**config.mk**
```make
export PLATFORM = sky130hd
export DESIGN_NAME = mem_rd_arbiter
export DESIGN_NICKNAME = d
export VERILOG_FILES = /design/src/rtl/mem_rd_arbiter_pkg.sv /design/src/rtl/mem_rd_arbiter.sv
export SDC_FILE = /design/constraint.sdc
export NUM_CORES = 1
export LEC_CHECK = 0
export BUFFER_PORTS_ARGS = -buffer_cell sky130_fd_sc_hd__buf_4
export CAP_MARGIN = 20
export CORE_MARGIN = 2
export CORE_UTILIZATION = 40
export DETAILED_ROUTE_END_ITERATION = 6
export PLACE_DENSITY = 0.9
export SETUP_SLACK_MARGIN = 0.4
export SLEW_MARGIN = 20
export SYNTH_ARGS = -nofsm -noshare
export SYNTH_HDL_FRONTEND = slang
export SYNTH_SLANG_ARGS = --single-unit
```
**constraint.sdc**
```tcl
create_clock -name clk -period 1.86 [get_ports clk]
set_clock_uncertainty 0.05 [all_clocks]
set_input_delay 0.279 -clock clk [delete_from_list [all_inputs] [get_ports clk]]
set_output_delay 0.279 -clock clk [all_outputs]
set_load 0.01 [all_outputs]
```
**src/rtl/mem_rd_arbiter_pkg.sv**
```systemverilog
// Shared types for the ICache/DCache read arbiter: FSM states, bus owner, AXI read IDs.
package mem_rd_arbiter_pkg;

    typedef enum logic [1:0] {
        ST_IDLE = 2'd0,
        ST_ADDR = 2'd1,
        ST_DATA = 2'd2
    } state_e;

    typedef enum logic {
        OWN_I = 1'b0,
        OWN_D = 1'b1
    } owner_e;

    localparam logic [3:0] ARID_I = 4'd0;
    localparam logic [3:0] ARID_D = 4'd1;

endpackage

```
**src/rtl/mem_rd_arbiter.sv**
```systemverilog
// Purpose: arbitrates ICache and DCache refill reads onto one AXI read port, one burst in flight.
// Latency: grant registered in IDLE, arvalid the next cycle; return data is combinational from rdata.
// Backpressure: arvalid/addr held until arready; rready high only in DATA; one idle cycle between bursts.
module mem_rd_arbiter
    import mem_rd_arbiter_pkg::*;
#(
    parameter int STARVE_LIMIT = 3
) (
    input  logic        clk,
    input  logic        resetn,
    input  logic        I_RdReq,
    input  logic [31:0] I_RdAddr,
    input  logic [7:0]  I_RdLen,
    output logic        I_RdAck,
    output logic        I_RetValid,
    output logic        I_RetLast,
    input  logic        D_RdReq,
    input  logic [31:0] D_RdAddr,
    input  logic [7:0]  D_RdLen,
    output logic        D_RdAck,
    output logic        D_RetValid,
    output logic        D_RetLast,
    input  logic        WrBufEmpty,
    output logic [31:0] RetData,
    output logic        arvalid,
    input  logic        arready,
    output logic [31:0] araddr,
    output logic [7:0]  arlen,
    output logic [3:0]  arid,
    input  logic        rvalid,
    output logic        rready,
    input  logic [31:0] rdata,
    input  logic        rlast
);

    localparam int SW = $clog2(STARVE_LIMIT + 1);
    localparam logic [SW-1:0] STARVE_MAX = SW'(STARVE_LIMIT);

    state_e        r_state;
    owner_e        r_owner;
    logic [31:0]   r_addr;
    logic [7:0]    r_len;
    logic [SW-1:0] r_starve;

    logic          w_d_elig;
    logic          w_i_elig;
    logic          w_grant;
    owner_e        w_pick;
    logic          w_in_data;

    // D normally wins; I is forced through once D has won STARVE_LIMIT contended rounds.
    function automatic owner_e f_pick(input logic d_elig, input logic i_elig,
                                      input logic [SW-1:0] starve);
        if (i_elig && (!d_elig || starve == STARVE_MAX))
            return OWN_I;
        return OWN_D;
    endfunction

    function automatic logic [SW-1:0] f_next_starve(input owner_e pick, input logic i_req,
                                                    input logic [SW-1:0] starve);
        if (pick == OWN_I)
            return '0;
        if (i_req && starve != STARVE_MAX)
            return starve + 1'b1;
        return starve;
    endfunction

    always_comb begin
        w_d_elig  = D_RdReq && WrBufEmpty;
        w_i_elig  = I_RdReq;
        w_grant   = (r_state == ST_IDLE) && (w_d_elig || w_i_elig);
        w_pick    = f_pick(w_d_elig, w_i_elig, r_starve);
        w_in_data = (r_state == ST_DATA);
    end

    always_ff @(posedge clk or negedge resetn) begin
        if (!resetn) begin
            r_state  <= ST_IDLE;
            r_owner  <= OWN_I;
            r_addr   <= '0;
            r_len    <= '0;
            r_starve <= '0;
        end else begin
            unique case (r_state)
                ST_IDLE: begin
                    if (w_grant) begin
                        r_owner  <= w_pick;
                        r_addr   <= (w_pick == OWN_I) ? I_RdAddr : D_RdAddr;
                        r_len    <= (w_pick == OWN_I) ? I_RdLen  : D_RdLen;
                        r_starve <= f_next_starve(w_pick, I_RdReq, r_starve);
                        r_state  <= ST_ADDR;
                    end
                end
                ST_ADDR: begin
                    if (arready)
                        r_state <= ST_DATA;
                end
                ST_DATA: begin
                    if (rvalid && rlast)
                        r_state <= ST_IDLE;
                end
                default: r_state <= ST_IDLE;
            endcase
        end
    end

    always_comb begin
        arvalid    = (r_state == ST_ADDR);
        araddr     = r_addr;
        arlen      = r_len;
        arid       = (r_owner == OWN_D) ? ARID_D : ARID_I;
        rready     = w_in_data;
        RetData    = rdata;
        I_RdAck    = arvalid && arready && (r_owner == OWN_I);
        D_RdAck    = arvalid && arready && (r_owner == OWN_D);
        I_RetValid = w_in_data && rvalid && (r_owner == OWN_I);
        D_RetValid = w_in_data && rvalid && (r_owner == OWN_D);
        I_RetLast  = I_RetValid && rlast;
        D_RetLast  = D_RetValid && rlast;
    end

endmodule

```
==> metrics.txt <==
Bufs on Longest Clock Path 2; Clk pwr share 11.4%; Relative slew margins 56.9%; sequential share of power 33.3%; P_int 3330 uW; first-pass GRT wire length 13300 um; Post-Route Setup TNS 0 ns; HPWL Detailed 5400 um; Netlist cell types 26; cts bufs inserted 5; Routed Antenna Nets 0; Die X-Extent 84.3 um; fin crit share 91.6%; Synth Area per Inst 8.60 um2; Final setup violation count 0; num rows 29; Critical R2R Launch r_starve[0]$_DFFE_PN0P_; CTS Root Cell clkbuf_8; Worst VDD drop 0.000923 V; pins over their slew limit 0; layout overhead on the synthesized area 57.0%; synthesized instance count 300; combinational power share 55.3%; most frequent cells in the layout 143 x buf_4, 44 x dfrtp_1, 41 x a21oi_1, 41 x a31oi_1, 40 x nand3_1; hold path depth 3; most common cell after layout, fill and taps aside buf_4; Hold Path End arlen[2]$_DFFE_PN0P_; Synth warnings 0; DR WL/cell 19.0 um; share of layout cells above drive strength 1 54.6%; Hold Path Class in2reg; Final min period 1.70 ns; Final nets 535; vias in the first global route 2702; I/O pin cnt 204; Yosys reg bits 45; Ant. Diodes 0; Switch Pwr 2050 uW; Area after DPL 3370 um2; largest net degree at the start of global routing 46; Setup CP Type reg2reg; initial antenna violation count 0; vias 2872; grt total ovfl 0; gr usage total 23.3%; die area 7110 um2; total wire length 9320 um; Pwr Density 1330 nW/um2; Synth Cell Area 2580 um2; Initial Util 41.1%; gp weighted congestion 0.781; DRT Pass-1 Iters 4; Clk pin slew, worst setup/hold paths 0.08 ns; fmax 587 MHz; DRC 0; hold path startpoint D_RdLen[2]; Max FO, Critical Path 5; Vias/cell 5.85; crit path DAT 1.86 ns; clock sinks 45; Net Sw Frac 38.0%; H-tree Lvls 2; Core Area 6280 um2; status finished clean; RSZ-0062 raised after global routing true; Req. time, crit path 2.02 ns; final instance area 4050 um2; Worst-Margin Slew 0.646 ns; R2R Setup Slk 0.16 ns; Final Hold Fails 0; R2R Path End araddr[29]$_DFFE_PN0P_; 1st-iter DRT viols 172; Die Y 84.3 um; CP endpoint kind flip-flop; Port Buffers 136; total power 5380 uW; worst skew pair latency 0.30 ns; register area share after synthesis 43.6%; leakage 0.00183 uW; max-cap viol count 0; worst-case reg-to-reg path depth 6; Critical Path Source Type flip-flop; CTS tree yes
-- layer usage --
metal / vias up / part of all wire [%] / track usage, %
li1: 1300 / - / -
met1: 1353 / 35 / 26.9
met2: 184 / 52 / 41.9
met3: 35 / 9.2 / 4.92
met4: 0 / 3.4 / 9.38
met5: - / 0 / 0
-- what timing repair did --
action,4_1_cts,5_1_grt
gates cloned,3,5
hold endpoints to repair,45,0
buffers inserted,10,7
pin swaps,15,42
gates resized for setup,30,82
setup endpoints to repair,46,51
hold buffers,1,0
-- cell usage after synthesis --
library cell   n  area share, %
a21o_1         1           0.29
a21o_4         1           0.58
a21oi_1       41            8.0
a22o_1         1           0.34
a31oi_1       41            9.9
and2_0         1           0.24
and2_1         1           0.24
and3_1         3           0.73
and3b_1        1           0.34
buf_2          1           0.19
buf_4         36             10
buf_6          5            2.2
clkbuf_1      24            3.5
conb_1         1           0.15
dfrtp_1       45             44
ha_1           1           0.48
inv_1          2           0.29
mux2_2         1           0.44
nand2_1        6           0.87
nand3_1       40            7.8
nand3b_1       1           0.29
nor2_1         2           0.29
nor2_2         1           0.24
nor2b_1        2           0.48
nor3b_1        1           0.29
o21ai_0       40            7.8
-- area by class of cell --
cell class                 count  area (um2)
sequential                    45        1130
clock buffer                   7        86.3
tap                           77        96.3
fill                         523        2230
multi-input combinational    189        1220
timing repair buffer         171        1520
inverter                       2        7.51
-- per-stage QoR --
stage               setup WS, ns  cells  utilization, %  hold WS [ns]
floorplan                  0.420    302               -       -0.0666
global placement           0.414    458            53.7         0.251
detailed placement         0.347    458            53.7         0.265
CTS                        0.254    479            59.1         0.196
global route               0.130    491            64.5         0.177
finish                     0.156    491            64.5         0.189
-- worst max-delay path, cell delays in order, from the launching register on --
cell,delay [ns]
dfrtp_1,0.40
ha_2,0.19
and3b_2,0.34
buf_12,0.15
clkbuf_16,0.14
o21ai_1,0.07
a31oi_1,0.25
-- sequential cells by signal, summed over array words and instances (netlist names) --
name	flops
r_state	2
arlen	8
r_starve	2
r_owner	1
araddr	32
-- power groups by stage --
stage                     Combinational (uW)  Sequential [uW]  Clock, uW
after floorplan                         1100             1940          0
final                                   2980             1790        612
after CTS                               2550             1780        617
after detailed placement                2330             1790          0
after global routing                    3190             1840        669
after global placement                  2260             1760          0
-- logic make-up after synthesis --
kind of cell / count (synthesis) / share of synthesized area (%)
AO/OA/AOI/OAI: 125 / 26.9
AND/OR/NAND/NOR: 59 / 11.8
multiplexers: 1 / 0.436
other: 1 / 0.145
buffers and inverters: 68 / 16.6
adder cells (fa/ha/maj): 1 / 0.485
flip-flops: 45 / 43.6
-- worst max-delay path by stage --
stage / start / cells after the start / to
3_3_place_gp: r_state[1]$_DFFE_PN0P_ / 4 / D_RetLast
4_1_cts: r_state[0]$_DFFE_PN0P_ / 4 / D_RetLast
6_report: r_starve[0]$_DFFE_PN0P_ / 6 / araddr[29]$_DFFE_PN0P_
5_1_grt: r_starve[0]$_DFFE_PN0P_ / 6 / araddr[29]$_DFFE_PN0P_
3_5_place_dp: r_state[1]$_DFFE_PN0P_ / 4 / D_RetLast
2_1_floorplan: r_state[0]$_DFFE_PN0P_ / 3 / I_RetLast
No activity file was read; power rests on OpenSTA's default activity.
